File: src/rtl/apb_master_fsm.sv
// APB initiator: accepts single read/write commands on a valid/ready port and runs
// the two-cycle SETUP/ACCESS sequence toward one of four address-decoded slaves.
module apb_master_fsm #(
    parameter logic [31:0] BASE_ADDR     = 32'h8000_0000,
    parameter int          SLV_SIZE_LOG2 = 10
) (
    input  logic        clk,
    input  logic        rst,
    input  logic        cmd_valid,
    output logic        cmd_ready,
    input  logic        cmd_write,
    input  logic [31:0] cmd_addr,
    input  logic [31:0] cmd_wdata,
    output logic        rsp_valid,
    output logic [31:0] rsp_rdata,
    output logic        rsp_err,
    output logic [31:0] Paddr,
    output logic [31:0] Pwdata,
    output logic        Pwrite,
    output logic [3:0]  Pselx,
    output logic        Penable,
    input  logic [31:0] Prdata
);

    typedef enum logic [1:0] {IDLE, SETUP, ACCESS, ERR} state_t;

    localparam int TAG_LSB = SLV_SIZE_LOG2 + 2;

    state_t      state, state_nxt;
    logic [31:0] paddr_nxt, pwdata_nxt, rsp_rdata_nxt;
    logic        pwrite_nxt, penable_nxt, rsp_valid_nxt, rsp_err_nxt;
    logic [3:0]  pselx_nxt;
    logic        hit, accept;
    logic [1:0]  idx;

    assign hit       = (cmd_addr[31:TAG_LSB] == BASE_ADDR[31:TAG_LSB]);
    assign idx       = cmd_addr[SLV_SIZE_LOG2 +: 2];
    assign cmd_ready = !rst && (state == IDLE || state == ACCESS);
    assign accept    = cmd_valid && cmd_ready;

    always_comb begin
        // NOTE: every output of this block gets a default first, so no path can infer a latch.
        state_nxt     = state;
        paddr_nxt     = Paddr;
        pwdata_nxt    = Pwdata;
        pwrite_nxt    = Pwrite;
        pselx_nxt     = Pselx;
        penable_nxt   = Penable;
        rsp_valid_nxt = 1'b0;
        rsp_err_nxt   = rsp_err;
        rsp_rdata_nxt = rsp_rdata;

        case (state)
            IDLE: ;
            SETUP: begin
                state_nxt   = ACCESS;
                penable_nxt = 1'b1;
            end
            ACCESS: begin
                state_nxt     = IDLE;
                pselx_nxt     = 4'b0000;
                penable_nxt   = 1'b0;
                rsp_valid_nxt = 1'b1;
                rsp_err_nxt   = 1'b0;
                rsp_rdata_nxt = Pwrite ? 32'h0 : Prdata;
            end
            ERR: begin
                state_nxt     = IDLE;
                rsp_valid_nxt = 1'b1;
                rsp_err_nxt   = 1'b1;
                rsp_rdata_nxt = 32'h0;
            end
            default: state_nxt = IDLE;
        endcase

        // A new command can only be accepted in IDLE or ACCESS; in ACCESS it overrides the return to IDLE.
        if (accept) begin
            penable_nxt = 1'b0;
            if (hit) begin
                state_nxt  = SETUP;
                paddr_nxt  = cmd_addr;
                pwdata_nxt = cmd_wdata;
                pwrite_nxt = cmd_write;
                pselx_nxt  = 4'b0001 << idx;
            end else begin
                state_nxt = ERR;
                pselx_nxt = 4'b0000;
            end
        end
    end

    // NOTE: sequential state uses non-blocking assignments so all registers update together on the edge.
    always_ff @(posedge clk) begin
        if (rst) begin
            state     <= IDLE;
            Paddr     <= 32'h0;
            Pwdata    <= 32'h0;
            Pwrite    <= 1'b0;
            Pselx     <= 4'b0000;
            Penable   <= 1'b0;
            rsp_valid <= 1'b0;
            rsp_err   <= 1'b0;
            rsp_rdata <= 32'h0;
        end else begin
            state     <= state_nxt;
            Paddr     <= paddr_nxt;
            Pwdata    <= pwdata_nxt;
            Pwrite    <= pwrite_nxt;
            Pselx     <= pselx_nxt;
            Penable   <= penable_nxt;
            rsp_valid <= rsp_valid_nxt;
            rsp_err   <= rsp_err_nxt;
            rsp_rdata <= rsp_rdata_nxt;
        end
    end

endmodule

File: config.mk
export PLATFORM = sky130hd
export DESIGN_NAME = apb_master_fsm
export DESIGN_NICKNAME = d
export VERILOG_FILES = /design/src/rtl/apb_master_fsm.sv
export SDC_FILE = /design/constraint.sdc
export NUM_CORES = 1
export LEC_CHECK = 0
export ABC_AREA = 1
export CAP_MARGIN = 20
export CORE_MARGIN = 5
export CORE_UTILIZATION = 30
export CTS_BUF_LIST = sky130_fd_sc_hd__clkbuf_4 sky130_fd_sc_hd__clkbuf_8
export CTS_CLUSTER_DIAMETER = 120
export DETAILED_ROUTE_END_ITERATION = 16
export SYNTH_ARGS = -nofsm -noshare
export SYNTH_HDL_FRONTEND = slang
export SYNTH_SLANG_ARGS = --single-unit
File: constraint.sdc
create_clock -name clk -period 3.8 [get_ports clk]
set_clock_uncertainty 0.2 [all_clocks]
set_input_delay 0.76 -clock clk [delete_from_list [all_inputs] [get_ports clk]]
set_output_delay 0.76 -clock clk [all_outputs]
set_load 0.1 [all_outputs]
==> flow_metrics.env, run 1 <==
export IMPL_hpwl_um=9040
export IMPL_path_clk_slew_ns=0.10
export IMPL_cts_hold_buffers=0
export IMPL_cp_max_fo=2
export IMPL_cp_start_kind="flip-flop"
export IMPL_ys_seq_area_share_pct=50.7
export IMPL_rsz0062_at_grt="false"
export IMPL_critical_path_buf_inv_count=1
export IMPL_p_int_mw=1.64
export IMPL_cts_sinks=106
export IMPL_grt_overflow_total=0
export IMPL_max_cap_viol_count=0
export IMPL_regToRegStartpoint="state[0]$_SDFFE_PP0P_"
export IMPL_slew_headroom_pct=30.9
export IMPL_grt_pass1_vias=3923
export IMPL_grt_pass1_wl_um=19200
export IMPL_nNetsFinal=870
export IMPL_dp_cells=934
export IMPL_fmax_mhz=349
export IMPL_switching_share_pct=37.2
export IMPL_critical_path_arrival_ns=1.90
export IMPL_dr_pass1_iters=4
export IMPL_hold_path_end="Paddr[23]$_SDFFE_PP0P_"
export IMPL_stdcell_count=951
export IMPL_crit_type="flip-flop to output port"
export IMPL_drt_iter0_drc=218
export IMPL_die_w_um=128
export IMPL_tns_ns=0
export IMPL_fin_crit_ns=2.86
export IMPL_grt_start_max_net_pins=68
export IMPL_syn_area_um2=4190
export IMPL_gr_usage_all_layers_pct=14.5
export IMPL_cp_depth=1
export IMPL_clkPwrFrac_pct=24.8
export IMPL_cpPeakStageDelay_ns=1.16
export IMPL_vias_per_cell=4.37
export IMPL_dpl_cell_area_um2=6330
export IMPL_wl_per_cell_um=13.0
export IMPL_cts_tree="yes"
export IMPL_initial_utilization_pct=30.4
export IMPL_critPathRequiredTime_ns=2.84
export IMPL_synthCells=580
export IMPL_gp_congestion=0.825
export IMPL_h_tree_depth=3
export IMPL_die_height_um=128
export IMPL_area_growth_pct=55.8
export IMPL_die_area_um2=16400
export IMPL_hold_violations=0
export IMPL_route_detailed_drc=0
export IMPL_wl_um=12400
export IMPL_cts_setup_buffers=0
export IMPL_p_sw_mw=0.968
export IMPL_ys_flop_type="dfxtp_1"
export IMPL_cts_buffers=9
export IMPL_r2r_end="Pwdata[23]$_SDFFE_PP0P_"
export IMPL_leakage_nw=2.85
export IMPL_syn_nets=684
export IMPL_timing_final_crit_share_pct=75.3
export IMPL_reg2reg_slack_ns=1.26
export IMPL_ys_types=24
export IMPL_ant_nets=0
export IMPL_diodes=0
export IMPL_final_cell_area_um2=6520
export IMPL_worst_path_max_delay_cell="clkdlybuf4s50_1"
export IMPL_port_buffers=204
export IMPL_ir_worst_vdd_mv=0.142
export IMPL_worst_pin_slew_ns=1.03
export IMPL_place_ws_ns=0.857
export IMPL_synth_seq_cells=106
export IMPL_power_share_sequential_pct=45.6
export IMPL_cp_cell_sequence="clkdlybuf4s50_1"
export IMPL_num_vias=4152
export IMPL_avgSynthCellArea_um2=7.22
export IMPL_async_flop_share_pct=0
export IMPL_hold_depth=2
export IMPL_yosysWarnings=0
export IMPL_coreArea_um2=13800
export IMPL_hold_class="flip-flop to flip-flop"
export IMPL_cp_end_kind="output port"
export IMPL_cts_resized=0
export IMPL_powerDensity_nw_per_um2=400
export IMPL_reg2reg_depth=12
export IMPL_worstHoldStart="Paddr[23]$_SDFFE_PP0P_"
export IMPL_synth_edf_count=0
export IMPL_slew_viol_final=0
export IMPL_antenna_found_initial=0
export IMPL_rows=43
export IMPL_outcome="complete, no violations"
export IMPL_setup_violations_final=0
export IMPL_ios=205
export IMPL_drive_above_1_share_pct=5.58
export IMPL_critical_path_top_delay_family="buffers and inverters"
export IMPL_fin_ws_ns=0.937
export IMPL_cts_root_buf="clkbuf_8"
export IMPL_pwr_share_comb_pct=29.6
export IMPL_clockBufferDepth=2
export IMPL_clock_latency_ns=0.38
## per-layer routing
| layer | share of wire, % | vias to the layer above | GRT usage (%) |
|---|---|---|---|
| li1 | - | 2159 | - |
| met3 | 12 | 10 | 7.17 |
| met2 | 44 | 157 | 22.7 |
| met5 | 0 | - | 0 |
| met1 | 42 | 1826 | 17.0 |
| met4 | 1.4 | 0 | 5.43 |
## cell usage after synthesis (2+ instances only)
cell type  count  share of area, %
nand2_1      140                13
nor2_1       110               9.9
dfxtp_1      106                51
inv_1         62               5.6
a21oi_1       41               4.9
nand4_1       33               4.9
nand3_1       25               3.0
clkbuf_1      19               1.7
inv_2         11              0.99
buf_2         10               1.2
ha_1           4               1.2
buf_1          3              0.27
buf_6          2              0.54
clkinv_1       2              0.18
nor2_4         2              0.54
nor3_1         2              0.24
## cells by family (layout without fill, tap and decap cells)
| kind of cell | after synthesis | count (layout) | synth area share [%] |
|---|---|---|---|
| compound gates | 43 | 43 | 5.23 |
| flops | 106 | 106 | 50.7 |
| buf+inv | 110 | 301 | 10.6 |
| fa+ha+maj | 4 | 4 | 1.20 |
| simple gates | 317 | 317 | 32.3 |
## power groups by stage
stage | logic (mW) | registers (mW) | clock network [mW]
floorplan | 0.201 | 1.54 | 0
global placement | 0.768 | 1.21 | 0
detailed placement | 0.772 | 1.21 | 0
CTS | 0.774 | 1.19 | 0.679
global route | 0.810 | 1.19 | 0.724
finish | 0.771 | 1.19 | 0.647
## through the flow
stage	hold slack [ns]	total power, mW	util, %
2_1_floorplan	0.276	1.74	-
3_3_place_gp	0.248	1.98	45.9
3_5_place_dp	0.249	1.99	45.9
4_1_cts	0.266	2.64	47.2
5_1_grt	0.290	2.73	47.4
6_report	0.263	2.61	47.4
## registers in the layout, summed over array words and instances, names as in the netlist
register   flops
Paddr         32
Pwdata        32
rsp_rdata     32
Pselx          4
state          2
Penable        1
Pwrite         1
rsp_err        1
rsp_valid      1
## layout by cell type (no fill, tap or decap), types with 2 or more instances in the layout
master,n
a21oi_1,41
buf_12,2
buf_4,7
clkbuf_8,9
clkdlybuf4s50_1,200
clkinv_1,2
clkinv_2,3
dfxtp_1,106
ha_1,4
inv_1,62
inv_2,11
nand2_1,140
nand3_1,25
nand4_1,33
nor2_1,110
nor2_4,2
nor3_1,2
## final cells by class
cell class | instances | area, um2
well taps | 180 | 225
clock inverters | 7 | 51.3
repair buffers | 210 | 2100
inverters | 75 | 282
flip-flops and latches | 106 | 2120
fillers | 1383 | 7250
clock buffers | 9 | 124
multi-input cells | 364 | 1620
## worst max-delay path by stage
stage,slack (ns),from,end
2_1_floorplan,1.25,rst,Paddr[12]$_SDFFE_PP0P_
3_3_place_gp,0.96,cmd_addr[28],Pwdata[29]$_SDFFE_PP0P_
3_5_place_dp,0.86,cmd_addr[28],Pwdata[23]$_SDFFE_PP0P_
4_1_cts,0.90,Paddr[4]$_SDFFE_PP0P_,Paddr[4]
5_1_grt,0.87,Paddr[5]$_SDFFE_PP0P_,Paddr[5]
6_report,0.94,Paddr[4]$_SDFFE_PP0P_,Paddr[4]
No activity file was read; power rests on OpenSTA's default activity.
==> run 2: changes to the inputs <==
Clock period 3.8 ns to 3 ns, I/O delays scaled along.
==> run 2 against run 1 <==
  * Critical path depth rose by 8
  * Count of clock-buffer cells in the layout rose by 1
  * Register-to-register slack got worse by 0.78 ns
  * Cell count did not move
  * Sequential share of layout area rose by 0.98 points
  * Wire length rose by 0.23%
  * Design area fell by 2.9%
  * Global-route usage rose by 0.31 points
  * Sequential power rose by 27%
  * Non-clock buffer count did not move
  * Worst hold slack improved by 0.0023 ns
  * Core utilization fell by 1.4 points
==> flow_metrics.env, run 2 (synthesis results as in run 1) <==
export IMPL_outcome="complete, no violations"
export IMPL_cts_sinks=106
export IMPL_powerDensity_nw_per_um2=563
export IMPL_coreArea_um2=13800
export IMPL_power_share_sequential_pct=42.3
export IMPL_ios=205
export IMPL_hpwl_um=9040
export IMPL_top_regs="Paddr: 32 flops, Pwdata: 32 flops, rsp_rdata: 32 flops"
export IMPL_critical_path_arrival_ns=2.57
export IMPL_clockBufferDepth=2
export IMPL_hold_violations=0
export IMPL_timing_final_crit_share_pct=84.1
export IMPL_grt_overflow_total=0
export IMPL_grt_pass1_vias=4002
export IMPL_p_int_mw=2.33
export IMPL_cts_resized=0
export IMPL_path_clk_slew_ns=0.10
export IMPL_cts_buffers=9
export IMPL_final_cell_mix="nand2_1 (140), nor2_1 (110), buf_4 (110)"
export IMPL_cp_start_kind="flip-flop"
export IMPL_critPathRequiredTime_ns=3.05
export IMPL_cp_max_fo=34
export IMPL_rsz0062_at_grt="false"
export IMPL_diodes=0
export IMPL_drt_iter0_drc=159
export IMPL_route_detailed_drc=0
export IMPL_cp_end_kind="flip-flop"
export IMPL_die_w_um=128
export IMPL_wl_um=12400
export IMPL_drive_above_1_share_pct=18.8
export IMPL_clock_latency_ns=0.37
export IMPL_port_buffers=204
export IMPL_ant_nets=0
export IMPL_vias_per_cell=4.35
export IMPL_tns_ns=0
export IMPL_dr_pass1_iters=4
export IMPL_gp_congestion=0.849
export IMPL_ir_worst_vdd_mv=0.204
export IMPL_antenna_found_initial=0
export IMPL_fmax_mhz=396
export IMPL_hold_class="flip-flop to flip-flop"
export IMPL_gr_usage_all_layers_pct=14.8
export IMPL_cts_hold_buffers=0
export IMPL_grt_pass1_wl_um=19700
export IMPL_whs_ns=0.265
export IMPL_die_height_um=128
export IMPL_setup_violations_final=0
export IMPL_cts_tree="yes"
export IMPL_area_growth_pct=51.3
export IMPL_rows=43
export IMPL_wl_per_cell_um=13.0
export IMPL_switching_share_pct=34.7
export IMPL_num_vias=4138
export IMPL_slew_headroom_pct=35.4
export IMPL_max_cap_viol_count=0
export IMPL_leakage_nw=3.08
export IMPL_slew_viol_final=0
export IMPL_die_area_um2=16400
export IMPL_cts_root_buf="clkbuf_8"
export IMPL_crit_type="flip-flop to flip-flop"
export IMPL_cts_setup_buffers=0
export IMPL_pwr_share_comb_pct=27.1
export IMPL_worst_pin_slew_ns=0.968
export IMPL_nNetsFinal=870
export IMPL_clkPwrFrac_pct=30.7
export IMPL_h_tree_depth=3
export IMPL_fin_crit_ns=2.52
export IMPL_initial_utilization_pct=30.4
export IMPL_mostFrequentLayoutCell="nand2_1"
export IMPL_p_sw_mw=1.24
export IMPL_grt_start_max_net_pins=64
==> run 2: cell type report <==
| cell class | instances | area, um2 |
|---|---|---|
| Clock buffer | 10 | 131 |
| Clock inverter | 6 | 121 |
| Fill cell | 1405 | 7440 |
| Inverter | 75 | 282 |
| Multi-Input combinational cell | 364 | 1620 |
| Sequential cell | 106 | 2120 |
| Tap cell | 180 | 225 |
| Timing Repair Buffer | 210 | 1830 |
==> run 2: worst paths after layout <==
kind,start,to,slack (ns),cells after the start
max,state[0]$_SDFFE_PP0P_,state[1]$_SDFFE_PP0P_,0.48,9
min,Paddr[31]$_SDFFE_PP0P_,Paddr[31]$_SDFFE_PP0P_,0.26,2
max reg2reg,state[0]$_SDFFE_PP0P_,state[1]$_SDFFE_PP0P_,0.48,9
min reg2reg,Paddr[31]$_SDFFE_PP0P_,Paddr[31]$_SDFFE_PP0P_,0.26,2
==> run 2: metrics by stage <==
step,utilization (%),instance area [um2],worst slack [ns],instances,total power [mW]
after floorplan,-,4190,0.612,580,2.20
after global placement,44.1,6080,0.490,935,2.50
after detailed placement,44.1,6080,0.436,935,2.51
after CTS,46.0,6330,0.438,951,3.61
after global routing,46.0,6330,0.193,951,3.72
final,46.0,6330,0.477,951,3.56
==> run 2: layer usage <==
| layer | up-vias | part of all wire (%) | routed length, um | track usage, % |
|---|---|---|---|---|
| li1 | 2163 | - | - | - |
| met1 | 1799 | 42 | 5210 | 18.0 |
| met2 | 159 | 43 | 5340 | 22.4 |
| met3 | 17 | 13 | 1600 | 7.00 |
| met4 | 0 | 1.9 | 233 | 5.99 |
| met5 | - | 0 | 0 | 0 |
==> run 2: power by group through the flow <==
stage	Sequential [mW]	Clock, mW	Combinational (mW)
3_5_place_dp	1.54	0	0.969
6_report	1.51	1.09	0.964
3_3_place_gp	1.54	0	0.959
4_1_cts	1.51	1.14	0.971
2_1_floorplan	1.95	0	0.255
5_1_grt	1.52	1.19	1.02
==> run 2: worst max-delay path, cell delays in order (launching register included) <==
cell	delay, ns
dfxtp_1	0.35
inv_1	0.10
ha_1	0.36
inv_1	0.10
nand2_1	0.11
clkinv_1	0.73
nand2_1	0.25
nand2_1	0.07
nand2_1	0.06
a21oi_1	0.06
==> run 3: changes to the inputs <==
Clock period 3 ns to 2.3 ns, I/O delays scaled along.
==> run 3 against run 2 <==
  * Sequential share of layout area shrank 0.066 points
  * Global-route usage grew 0.33 points
  * Wire length grew 3.1%
  * Combinational power grew 33%
==> flow_metrics.env, run 3 (synthesis results as in run 1) <==
export IMPL_hold_class="input port to flip-flop"
export IMPL_clock_latency_ns=0.38
export IMPL_grt_pass1_wl_um=20000
export IMPL_die_w_um=128
export IMPL_cts_sinks=106
export IMPL_critical_path_arrival_ns=1.51
export IMPL_grt_overflow_total=0
export IMPL_coreArea_um2=13800
export IMPL_dr_pass1_iters=5
export IMPL_cts_setup_buffers=0
export IMPL_cts_resized=0
export IMPL_tns_ns=0
export IMPL_whs_ns=0.239
export IMPL_rsz0062_at_grt="false"
export IMPL_cts_hold_buffers=0
export IMPL_dp_cells=943
export IMPL_critical_path_top_delay_family="flip-flops"
export IMPL_antenna_found_initial=1
export IMPL_area_growth_pct=51.6
export IMPL_fmax_mhz=461
export IMPL_gp_congestion=0.841
export IMPL_cp_max_fo=4
export IMPL_cpPeakStageDelay_ns=0.39
export IMPL_rows=43
export IMPL_clockBufferDepth=2
export IMPL_timing_final_crit_share_pct=94.4
export IMPL_vias_per_cell=4.43
export IMPL_drive_above_1_share_pct=19.6
export IMPL_num_vias=4249
export IMPL_die_area_um2=16400
export IMPL_grt_start_max_net_pins=65
export IMPL_crit_type="flip-flop to output port"
export IMPL_slew_headroom_pct=67.8
export IMPL_hpwl_um=9390
export IMPL_cp_cell_sequence="inv_1 > ha_1 > nor2_2 > nor2_4 > buf_12"
export IMPL_grt_pass1_vias=4023
export IMPL_cp_end_kind="output port"
export IMPL_outcome="complete, no violations"
export IMPL_worst_path_max_delay_cell="dfxtp_1"
export IMPL_port_buffers=204
export IMPL_fin_crit_ns=2.17
export IMPL_die_height_um=128
export IMPL_cts_buffers=9
export IMPL_wl_um=12800
export IMPL_leakage_nw=3.10
export IMPL_max_cap_viol_count=0
export IMPL_mostFrequentLayoutCell="nand2_1"
export IMPL_setup_violations_final=0
export IMPL_nNetsFinal=878
export IMPL_top_regs="Paddr: 32 flops, Pwdata: 32 flops, rsp_rdata: 32 flops"
export IMPL_place_ws_ns=0.0687
export IMPL_wl_per_cell_um=13.3
export IMPL_worst_pin_slew_ns=0.480
export IMPL_final_cell_mix="nand2_1 (140), buf_4 (116), nor2_1 (110)"
export IMPL_hold_violations=0
export IMPL_initial_utilization_pct=30.4
export IMPL_ant_nets=0
export IMPL_slew_viol_final=0
export IMPL_cp_start_kind="flip-flop"
export IMPL_h_tree_depth=3
export IMPL_gr_usage_all_layers_pct=15.1
export IMPL_diodes=0
export IMPL_stdcell_count=959
export IMPL_cts_tree="yes"
export IMPL_route_detailed_drc=0
export IMPL_path_clk_slew_ns=0.09
export IMPL_drt_iter0_drc=137
export IMPL_cts_root_buf="clkbuf_8"
export IMPL_critPathRequiredTime_ns=1.64
export IMPL_fin_ws_ns=0.129
export IMPL_critical_path_buf_inv_count=2
export IMPL_ios=205
export IMPL_powerDensity_nw_per_um2=682
export IMPL_ir_worst_vdd_mv=0.303
[run 3: cell types whose count changed in the layout (fill, tap and decap cells not counted), sizes merged]
cell | before | now
buf | 112 | 120
bufinv | 3 | 0
clkinv | 3 | 5
inv | 75 | 76
[run 3: per-layer routing]
metal  up-vias  GRT usage, %  share of wire [%]
li1       2177             -                  -
met1      1871          18.6                 43
met2       180          22.7                 42
met3        19          7.50                 13
met4         2          5.43                1.6
met5         -             0              0.055
[run 3: worst reg2reg max path, delay by kind of cell (launching register included)]
family	cells	cell delay, ns
compound gates	1	0.06
fa+ha+maj	1	0.22
buf+inv	4	0.94
flops	1	0.35
simple gates	2	0.16
[run 3: report_power, final]
group	switching [mW]	internal (mW)
registers	0.0484	1.92
clock network	0.664	0.420
logic	0.896	0.383
[run 3: final cells by class]
cell class	count	area (um2)
clock buffer	10	131
clock inverter	6	48.8
fill	1430	7430
inverter	75	282
multi-input combinational	364	1620
sequential	106	2120
tap	180	225
timing repair buffer	218	1920
[run 3: worst paths after layout]
kind	startpoint	to	slack [ns]	depth (start not counted)
setup / recovery	state[0]$_SDFFE_PP0P_	cmd_ready	0.13	5
hold / removal	rst	rsp_err$_SDFFE_PP0N_	0.24	2
setup reg to reg	state[0]$_SDFFE_PP0P_	rsp_rdata[31]$_SDFFE_PP0N_	0.26	8
hold reg to reg	Paddr[26]$_SDFFE_PP0P_	Paddr[26]$_SDFFE_PP0P_	0.26	2
[run 3: metrics by stage]
| stage | utilization (%) | area [um2] | total power, mW |
|---|---|---|---|
| after floorplan | - | 4190 | 2.88 |
| after global placement | 44.8 | 6160 | 3.28 |
| after detailed placement | 44.8 | 6160 | 3.29 |
| after CTS | 46.1 | 6340 | 4.39 |
| after global routing | 46.1 | 6340 | 4.53 |
| final | 46.1 | 6340 | 4.33 |
